--- config.mk ---
export PLATFORM = sky130hd
export DESIGN_NAME = snes_audio_fifo_flat
export DESIGN_NICKNAME = d
export VERILOG_FILES = /design/src/rtl/snes_audio_pkg.sv /design/src/rtl/snes_audio_fifo_if.sv /design/src/rtl/snes_audio_fifo_ram.sv /design/src/rtl/snes_audio_fifo.sv /design/src/flat_wrapper.sv
export SDC_FILE = /design/constraint.sdc
export NUM_CORES = 2
export LEC_CHECK = 0
export BUFFER_PORTS_ARGS = -buffer_cell sky130_fd_sc_hd__buf_2
export CORE_MARGIN = 8
export CORE_UTILIZATION = 50
export CTS_CLUSTER_DIAMETER = 60
export CTS_CLUSTER_SIZE = 8
export DETAILED_ROUTE_END_ITERATION = 7
export PLACE_DENSITY = 0.69
export SYNTH_ARGS = -nofsm -noshare
export SYNTH_HDL_FRONTEND = slang
export SYNTH_SLANG_ARGS = --single-unit
export TNS_END_PERCENT = 5
--- constraint.sdc ---
create_clock -name i_wclk -period 6.5 [get_ports i_wclk]
set_input_delay 0.975 -clock i_wclk [delete_from_list [all_inputs] [get_ports i_wclk]]
set_output_delay 0.975 -clock i_wclk [all_outputs]
set_load 0.005 [all_outputs]
--- src/rtl/snes_audio_pkg.sv ---
// rtl/snes_audio_pkg.sv - shared widths, pop-state enum and saturating counter helper
package snes_audio_pkg;
  localparam int SAMPLE_W = 16;
  localparam int PAIR_W   = 32;
  localparam int CNT_W    = 8;

  typedef enum logic {
    ST_PRIME = 1'b0,
    ST_RUN   = 1'b1
  } state_e;

  function automatic logic [CNT_W-1:0] sat_inc(input logic [CNT_W-1:0] v);
    return (v == {CNT_W{1'b1}}) ? v : v + 8'd1;
  endfunction
endpackage

--- src/rtl/snes_audio_fifo_if.sv ---
// rtl/snes_audio_fifo_if.sv - DSP-side, serializer-side and statistics signals of the audio FIFO
interface snes_audio_fifo_if
  import snes_audio_pkg::*;
#(
  parameter int DEPTH = 64
) ();
  localparam int LVL_W = $clog2(DEPTH) + 1;

  logic signed [SAMPLE_W-1:0] in_l;
  logic signed [SAMPLE_W-1:0] in_r;
  logic                       in_valid;
  logic                       audio_en;
  logic                       out_req;
  logic signed [SAMPLE_W-1:0] out_l;
  logic signed [SAMPLE_W-1:0] out_r;
  logic                       out_valid;
  logic [LVL_W-1:0]           level;
  logic [CNT_W-1:0]           ovf_cnt;
  logic [CNT_W-1:0]           unf_cnt;
  logic                       clr_stats;

  modport master (
    output in_l, in_r, in_valid, out_req, clr_stats,
    input  audio_en, out_l, out_r, out_valid, level, ovf_cnt, unf_cnt
  );

  modport slave (
    input  in_l, in_r, in_valid, out_req, clr_stats,
    output audio_en, out_l, out_r, out_valid, level, ovf_cnt, unf_cnt
  );
endinterface

--- src/rtl/snes_audio_fifo_ram.sv ---
// rtl/snes_audio_fifo_ram.sv - simple dual-port sample store, synchronous write, registered read
module audio_fifo_ram
  import snes_audio_pkg::*;
#(
  parameter int DEPTH = 64
) (
  input  logic                     i_clk,
  input  logic                     i_rst,
  input  logic                     i_we,
  input  logic [$clog2(DEPTH)-1:0] i_waddr,
  input  logic [PAIR_W-1:0]        i_wdata,
  input  logic                     i_re,
  input  logic [$clog2(DEPTH)-1:0] i_raddr,
  output logic [PAIR_W-1:0]        o_rdata
);
  logic [PAIR_W-1:0] r_mem [DEPTH];
  logic [PAIR_W-1:0] r_rdata;

  always_ff @(posedge i_clk) begin
    if (i_we) r_mem[i_waddr] <= i_wdata;
  end

  // Read-first: a pop and push to the same slot (full FIFO) returns the old entry.
  // The output register only loads on a pop, which is what holds the last sample.
  always_ff @(posedge i_clk) begin
    if (i_rst)     r_rdata <= '0;
    else if (i_re) r_rdata <= r_mem[i_raddr];
  end

  assign o_rdata = r_rdata;
endmodule

--- src/rtl/snes_audio_fifo.sv ---
// rtl/snes_audio_fifo.sv - DSP-to-serializer sample FIFO with watermark throttle and underrun re-prime
module snes_audio_fifo
  import snes_audio_pkg::*;
#(
  parameter int DEPTH     = 64,
  parameter int HI_WM     = 48,
  parameter int LO_WM     = 16,
  parameter int PRIME_LVL = 32
) (
  input  logic             i_wclk,
  input  logic             i_rst,
  snes_audio_fifo_if.slave bus
);
  localparam int          AW      = $clog2(DEPTH);
  localparam logic [AW:0] HI_L    = (AW+1)'(HI_WM);
  localparam logic [AW:0] LO_L    = (AW+1)'(LO_WM);
  localparam logic [AW:0] PRIME_L = (AW+1)'(PRIME_LVL);
  localparam logic [AW:0] ONE     = (AW+1)'(1);

  logic [AW:0]       r_wptr, r_rptr, r_level;
  state_e            r_state;
  logic              r_audio_en, r_out_valid;
  logic [CNT_W-1:0]  r_ovf_cnt, r_unf_cnt;
  logic              w_full, w_empty, w_pop, w_push, w_drop, w_underrun;
  logic [PAIR_W-1:0] w_rdata;

  assign w_empty    = (r_wptr == r_rptr);
  assign w_full     = (r_wptr[AW] != r_rptr[AW]) && (r_wptr[AW-1:0] == r_rptr[AW-1:0]);
  assign w_pop      = (r_state == ST_RUN) && bus.out_req && !w_empty;
  assign w_underrun = (r_state == ST_RUN) && bus.out_req && w_empty;
  assign w_push     = bus.in_valid && (!w_full || w_pop);
  assign w_drop     = bus.in_valid && w_full && !w_pop;

  audio_fifo_ram #(.DEPTH(DEPTH)) u_ram (
    .i_clk   (i_wclk),
    .i_rst   (i_rst),
    .i_we    (w_push),
    .i_waddr (r_wptr[AW-1:0]),
    .i_wdata ({bus.in_l, bus.in_r}),
    .i_re    (w_pop),
    .i_raddr (r_rptr[AW-1:0]),
    .o_rdata (w_rdata)
  );

  always_ff @(posedge i_wclk) begin
    if (i_rst) begin
      r_wptr  <= '0;
      r_rptr  <= '0;
      r_level <= '0;
    end else begin
      if (w_push) r_wptr <= r_wptr + ONE;
      if (w_pop)  r_rptr <= r_rptr + ONE;
      case ({w_push, w_pop})
        2'b10:   r_level <= r_level + ONE;
        2'b01:   r_level <= r_level - ONE;
        default: r_level <= r_level;
      endcase
    end
  end

  // Throttle and state look at registered LEVEL, so both lag a push by one more cycle.
  always_ff @(posedge i_wclk) begin
    if (i_rst) begin
      r_state     <= ST_PRIME;
      r_audio_en  <= 1'b1;
      r_out_valid <= 1'b0;
    end else begin
      r_out_valid <= bus.out_req;
      if (r_level >= HI_L)      r_audio_en <= 1'b0;
      else if (r_level <= LO_L) r_audio_en <= 1'b1;
      case (r_state)
        ST_PRIME: if (r_level >= PRIME_L) r_state <= ST_RUN;
        ST_RUN:   if (w_underrun)         r_state <= ST_PRIME;
        default:  r_state <= ST_PRIME;
      endcase
    end
  end

  always_ff @(posedge i_wclk) begin
    if (i_rst || bus.clr_stats) begin
      r_ovf_cnt <= '0;
      r_unf_cnt <= '0;
    end else begin
      if (w_drop)     r_ovf_cnt <= sat_inc(r_ovf_cnt);
      if (w_underrun) r_unf_cnt <= sat_inc(r_unf_cnt);
    end
  end

  assign bus.out_l     = w_rdata[PAIR_W-1:SAMPLE_W];
  assign bus.out_r     = w_rdata[SAMPLE_W-1:0];
  assign bus.out_valid = r_out_valid;
  assign bus.audio_en  = r_audio_en;
  assign bus.level     = r_level;
  assign bus.ovf_cnt   = r_ovf_cnt;
  assign bus.unf_cnt   = r_unf_cnt;
endmodule

--- src/flat_wrapper.sv ---
// flat-port wrapper written by rule: the top's interface ports become plain ports
module snes_audio_fifo_flat import snes_audio_pkg::*;
#(
  parameter int DEPTH     = 64,
  parameter int HI_WM     = 48,
  parameter int LO_WM     = 16,
  parameter int PRIME_LVL = 32
)
  (i_wclk, i_rst, bus_in_l, bus_in_r, bus_in_valid, bus_out_req, bus_clr_stats, bus_audio_en, bus_out_l, bus_out_r, bus_out_valid, bus_level, bus_ovf_cnt, bus_unf_cnt);
  snes_audio_fifo_if #(.DEPTH(DEPTH)) bus_i ();
  input  logic i_wclk;
  input  logic i_rst;
  input wire logic [$bits(bus_i.in_l)-1:0] bus_in_l;
  input wire logic [$bits(bus_i.in_r)-1:0] bus_in_r;
  input wire logic [$bits(bus_i.in_valid)-1:0] bus_in_valid;
  input wire logic [$bits(bus_i.out_req)-1:0] bus_out_req;
  input wire logic [$bits(bus_i.clr_stats)-1:0] bus_clr_stats;
  output wire logic [$bits(bus_i.audio_en)-1:0] bus_audio_en;
  output wire logic [$bits(bus_i.out_l)-1:0] bus_out_l;
  output wire logic [$bits(bus_i.out_r)-1:0] bus_out_r;
  output wire logic [$bits(bus_i.out_valid)-1:0] bus_out_valid;
  output wire logic [$bits(bus_i.level)-1:0] bus_level;
  output wire logic [$bits(bus_i.ovf_cnt)-1:0] bus_ovf_cnt;
  output wire logic [$bits(bus_i.unf_cnt)-1:0] bus_unf_cnt;
  assign bus_i.in_l = bus_in_l;
  assign bus_i.in_r = bus_in_r;
  assign bus_i.in_valid = bus_in_valid;
  assign bus_i.out_req = bus_out_req;
  assign bus_i.clr_stats = bus_clr_stats;
  assign bus_audio_en = bus_i.audio_en;
  assign bus_out_l = bus_i.out_l;
  assign bus_out_r = bus_i.out_r;
  assign bus_out_valid = bus_i.out_valid;
  assign bus_level = bus_i.level;
  assign bus_ovf_cnt = bus_i.ovf_cnt;
  assign bus_unf_cnt = bus_i.unf_cnt;
  snes_audio_fifo #(.DEPTH(DEPTH), .HI_WM(HI_WM), .LO_WM(LO_WM), .PRIME_LVL(PRIME_LVL)) u_core (.i_wclk(i_wclk), .i_rst(i_rst), .bus(bus_i));
endmodule
Word level (Yosys, flattened, before mapping)
Memory sizes are Yosys's and may differ from the RTL's. A register that Yosys moved wholly into a read port is not among the register bits.
Index checks and enable logic that the tools add are counted.

cells by class
  add/sub/neg operators = 6
  $lt $le $gt $ge = 3
  equality and inequality tests = 7
  muxes and demuxes = 8
  bitwise logic cells = 3
  reduce and logical (&&, ||, !) cells = 16

operator list
  cell                                                                                  number
  7-bit by 1-bit adder with 7-bit output (second input constant)                        3
  8-bit by 1-bit adder with 8-bit output (second input constant)                        2
  8-bit equality test (second input constant)                                           2
  7-bit by 6-bit greater-or-equal comparator with 1-bit output (second input constant)  2
  7-bit one-hot mux with 2 select lines                                                 1
  7-bit equality test                                                                   1
  7-bit by 5-bit <= comparator with 1-bit output (second input constant)                1
  1-bit logical AND                                                                     7
  7-bit by 1-bit subtractor with 7-bit output (second input constant)                   1
  6-bit equality test                                                                   1
  1-bit 2-to-1 mux                                                                      6
  2-bit AND reduction                                                                   2
  2-bit nonzero test                                                                    2
  1-bit logical NOT                                                                     3
  1-bit NOT                                                                             3
  2-bit by 1-bit equality test with 1-bit output (second input constant)                1
  2-bit equality test (second input constant)                                           1
  1-bit logical OR                                                                      2
  1-bit one-hot mux with 2 select lines                                                 1
  1-bit != test                                                                         1

storage, ports and cells
  flip-flop bits (word level) = 40
  bits in writable memories = 2,048
  input bits = 37
  memories kept = 1

memories
  name                depth  width  read ports  clocked after Yosys merged registers in  wr ports  line                       RTL
  u_core.u_ram.r_mem  64     32     1           1                                        1         snes_audio_fifo_ram.sv:16  logic [PAIR_W-1:0] r_mem [DEPTH];

Longest topological paths before layout
  depth in word-level cells = 7
  mapped depth = 14
  mapped depth without buffers = 12

Cells and area by module
A second synthesis with hierarchy kept.

unflattened totals
  cells, all modules = 3,944
  area, all modules = 81,625.8 sq um

by module, submodules not included
  module           instances  cells an instance  area each (sq um)
  audio_fifo_ram   1          3,710              79,590.1
  snes_audio_fifo  1          234                2,035.7

Least setup slack after synthesis
OpenSTA, ideal clock, no wires.

  path kind = input port to flip-flop
  start point = input bus_out_req
  end point = memory u_core.u_ram.r_mem[57][0] (enable)
  arrival time = 3.281 ns
  required time = 6.079 ns
  slack = 2.797 ns
  stages = 6
  path buffers = 0
  path through = nand2_1 -> nand4_1 -> o21ai_2 -> nor2_1 -> nand3b_1 -> nor2_1

between the ends
  cells in the longest elaborated chain, start to end = 6

ends and longest elaborated chain
  what                                    line                       RTL
  start, declared                         flat_wrapper.sv:16         input wire logic [$bits(bus_i.out_req)-1:0] bus_out_req;
  1-bit logical AND (2 in series)         snes_audio_fifo.sv:29      assign w_pop = (r_state == ST_RUN) && bus.out_req && !w_empty;
  1-bit logical OR                        snes_audio_fifo.sv:31      assign w_push = bus.in_valid && (!w_full || w_pop);
  1-bit logical AND                       snes_audio_fifo.sv:31
  1-bit 2-to-1 mux                        snes_audio_fifo_ram.sv:20  if (i_we) r_mem[i_waddr] <= i_wdata;
  1-bit 2-to-1 mux (not written as such)  snes_audio_fifo_ram.sv:20
  end, declared                           snes_audio_fifo_ram.sv:16

Every way passes these cells.

Final worst setup path
  start point = register u_core.r_rptr[0]
  end point = register u_core.u_ram.r_rdata[1] (netlist: u_core.u_ram.o_rdata[1]) (read register of u_core.u_ram.r_mem)

between the ends
  cells in the longest elaborated chain, start to end = 3

ends and longest elaborated chain
  what                    line                       RTL
  start, declared         snes_audio_fifo.sv:20      logic [AW:0] r_wptr, r_rptr, r_level;
  start signal, assigned  snes_audio_fifo.sv:52      if (w_pop) r_rptr <= r_rptr + ONE;
  7-bit equality test     snes_audio_fifo.sv:27      assign w_empty = (r_wptr == r_rptr);
  1-bit logical NOT       snes_audio_fifo.sv:29
  1-bit logical AND       snes_audio_fifo.sv:29
  end, declared           snes_audio_fifo_ram.sv:17  logic [PAIR_W-1:0] r_rdata;

Several ways; a longest one is shown, not always the timed one.
A chain may end at the register's enable or synchronous reset.

==> results.toml <==
[setup_path]
cp.required_ns = 7.31
endpoint_kind = "register"
cp.arrival_ns = 5.17
startpoint_type = "register"
path_class = "reg2reg"
path_max_fanout = 37

[cells_and_area]
num-fill-cells = 11600
multi_input_area_um2 = 17800
seq_area_um2 = 63000
drive_gt1_share_pct = 23.6
syn2layout_area_growth_pct = 14.7
fin_nets = 4241
final_cell_area_um2 = 93400

[sta]
rsz0062_at_grt = "no"
fin_skew_ns = 0.0767
finalSetupTns_ns = 0
fmax_mhz = 229
worstMarginPinSlew_ns = 1.35
maxSlewHeadroom_pct = 9.60
whs_ns = 0.285
drv_slew = 0
setup_violations = 0
finalHoldViolCount = 0
min_period_ns = 4.37
finalWorstSetupSlack_ns = 2.13
min_period_over_period_pct = 67.2

[synth]
syn_area_um2 = 81500
ys_seq_area_share_pct = 77.3
synth_area_leaders = "edfxtp_1 75%, mux4_2 10%, mux2i_1 4.0%, dfxtp_1 1.8%, a22oi_1 1.2%"
yosys_most_used_dff = "edfxtp_1"
synth.ff_latch_count = 2120
syn_nets = 3953
synth-async-reset-ratio_pct = 0
yosysUniqueCellTypes = 69
synthMuxAreaShare_pct = 14.6
yosys.area_share.simple_pct = 2.11
synth-compound-area-share_pct = 3.89
yosysTopAreaCell = "edfxtp_1"
synth_fa_ha_area_share_pct = 0.163
synth-edff-count = 2048
syn_avg_cell_area_um2 = 20.9
synth_top_area_share_pct = 75.5
synth_top_family_by_area = "multiplexers"
netlist_instances = 3906
synthTopCellsByCount = "2048 x edfxtp_1, 372 x mux4_2, 328 x mux2i_1"
synth-xor-area-share_pct = 0.386
yosysMostFrequentCell = "edfxtp_1"
yosysWarnings = 0

[status]
outcome = "finished clean"

[clocking]
cts-root-buf = "clkbuf_16"
cts_max_path_buffers = 4
htree_levels = 5
worstSkewPairLatency_ns = 0.92
cts_sinks = 2120
cts_resized = 0
post_cts_buffers = 0
cts_tree = "built"
cts_inserted_buffers = 316
cts.clk_slew.worst_paths_ns = 0.05
cts_hold_buf = 0

[flow_run]
drv_cap = 0

[drt]
vias = 41600
drc_errors = 0
wire_per_inst_um = 33.1
drt_iter0_drc = 5459
first_pass_iters = 6
via_per_inst = 6.40
wirelength_mm = 215
ant_nets = 0

[floorplan]
initial_core_util_pct = 50.2
placementRows = 148
die_area_um2 = 176000
die_h_um = 420
pin_count = 94
die_w_um = 420
core_um2 = 162000

[global_routing]
grt_pass1_vias = 40600
grt_pass1_wl_mm = 303
antenna_found_initial = 10
grt_overflow = 0
grt_max_degree = 111
track_usage_pct = 24.1

[placed_design]
place_area_um2 = 84800
gp_congestion = 0.849
port_buffers = 93
pre_cts_ws_ns = 2.10
dpl.hpwl_mm = 120

[worst_hold_path]
hp-class = "in2reg"

[power]
total_power_w = 0.0299
p_leak_nw = 28.2
ir_drop_v = 0.000280
powerDensity_nw_per_um2 = 320
==> state kept, by name (all words and copies together), names as in the netlist <==
name / cells
u_core.r_wptr: 7
u_core.u_ram.o_rdata: 32
u_core.u_ram.r_mem: 2048
u_core.bus.unf_cnt: 8
u_core.bus.audio_en: 1
u_core.r_rptr: 7
u_core.bus.out_valid: 1
u_core.bus.ovf_cnt: 8
u_core.r_state: 1
u_core.bus.level: 7
==> area by class of cell <==
cell class                      count  share of cell area (%)
Timing Repair Buffer              192                    1.43
Inverter                            7                  0.0281
Clock inverter                      9                   0.114
Clock buffer                      430                    9.09
Tap cell                         2175                    2.91
Sequential cell                  2120                    67.4
Antenna cell                        3                 0.00804
Multi-Input combinational cell   1557                    19.0
==> cell families (layout without fill, tap and decap cells) <==
group | after synthesis | in the layout
flip-flops | 2120 | 2120
buffers and inverters | 229 | 638
multiplexers | 720 | 720
XOR/XNOR | 35 | 35
other | 0 | 3
AND/OR/NAND/NOR | 347 | 347
AO/OA/AOI/OAI | 445 | 445
adder cells (fa/ha/maj) | 10 | 10
==> report_power, final <==
| part | internal (W) | leakage, nW | switching [W] |
|---|---|---|---|
| registers | 0.0151 | 19.0 | 0.0000136 |
| logic | 0.0000679 | 5.00 | 0.000389 |
| clock network | 0.00896 | 4.16 | 0.00541 |
| total | 0.0241 | 28.2 | 0.00581 |
==> layer usage <==
metal | track usage [%] | up-vias | wire length [µm] | part of all wire (%)
li1 | - | 16900 | - | -
met1 | 33.7 | 21900 | 84100 | 39
met2 | 37.3 | 2357 | 101000 | 47
met3 | 5.69 | 435 | 21800 | 10
met4 | 8.75 | 6 | 8290 | 3.9
met5 | 0 | - | 41 | 0.019
==> placed cells by master (no fill, tap or decap), types with 7 or more instances in the layout <==
| master | count |
|---|---|
| a22o_1 | 12 |
| a31oi_1 | 10 |
| o21ai_0 | 26 |
| xnor2_1 | 14 |
| inv_1 | 7 |
| o22ai_1 | 49 |
| nand3b_1 | 12 |
| a211oi_1 | 60 |
| a22oi_1 | 134 |
| edfxtp_1 | 2048 |
| o211ai_1 | 18 |
| ha_1 | 9 |
| mux4_2 | 372 |
| mux2i_1 | 328 |
| mux2_2 | 19 |
| nand3_1 | 42 |
| buf_2 | 77 |
| a221oi_1 | 15 |
| nand4_1 | 15 |
| nor3_1 | 25 |
| a21oi_1 | 67 |
| buf_12 | 7 |
| clkbuf_16 | 323 |
| nor2_4 | 66 |
| o31a_1 | 8 |
| clkbuf_1 | 106 |
| and2_1 | 10 |
| xor2_1 | 20 |
| dfxtp_1 | 66 |
| nor2_1 | 91 |
| o221ai_1 | 27 |
| buf_4 | 108 |
| nand2_1 | 36 |
==> final timing paths <==
path | from | slack (ns) | endpoint | depth (start not counted)
max | u_core.r_rptr[0] | 2.13 | u_core.u_ram.o_rdata[1] | 9
min | bus_out_req | 0.28 | u_core.bus.out_valid | 2
max reg2reg | u_core.r_rptr[0] | 2.13 | u_core.u_ram.o_rdata[1] | 9
min reg2reg | u_core.u_ram.o_rdata[3] | 0.49 | u_core.u_ram.o_rdata[3] | 2
==> worst max-delay path, cell delays in order, from the launching register on <==
cell and delay (ns):
dfxtp_4 0.52, buf_4 0.54, buf_4 0.69, nor2b_2 0.45, buf_4 0.30, nand2_1 0.23, o22ai_1 0.30, nor4b_1 0.13
a311oi_1 0.78, o31a_1 0.25
==> stage by stage <==
step	util, %	std cells
4_1_cts	57.6	6490
3_3_place_gp	52.3	6051
3_5_place_dp	52.3	6051
6_report	57.6	6493
5_1_grt	57.6	6491
2_1_floorplan	-	3906
(Power assumes the default switching activity.)
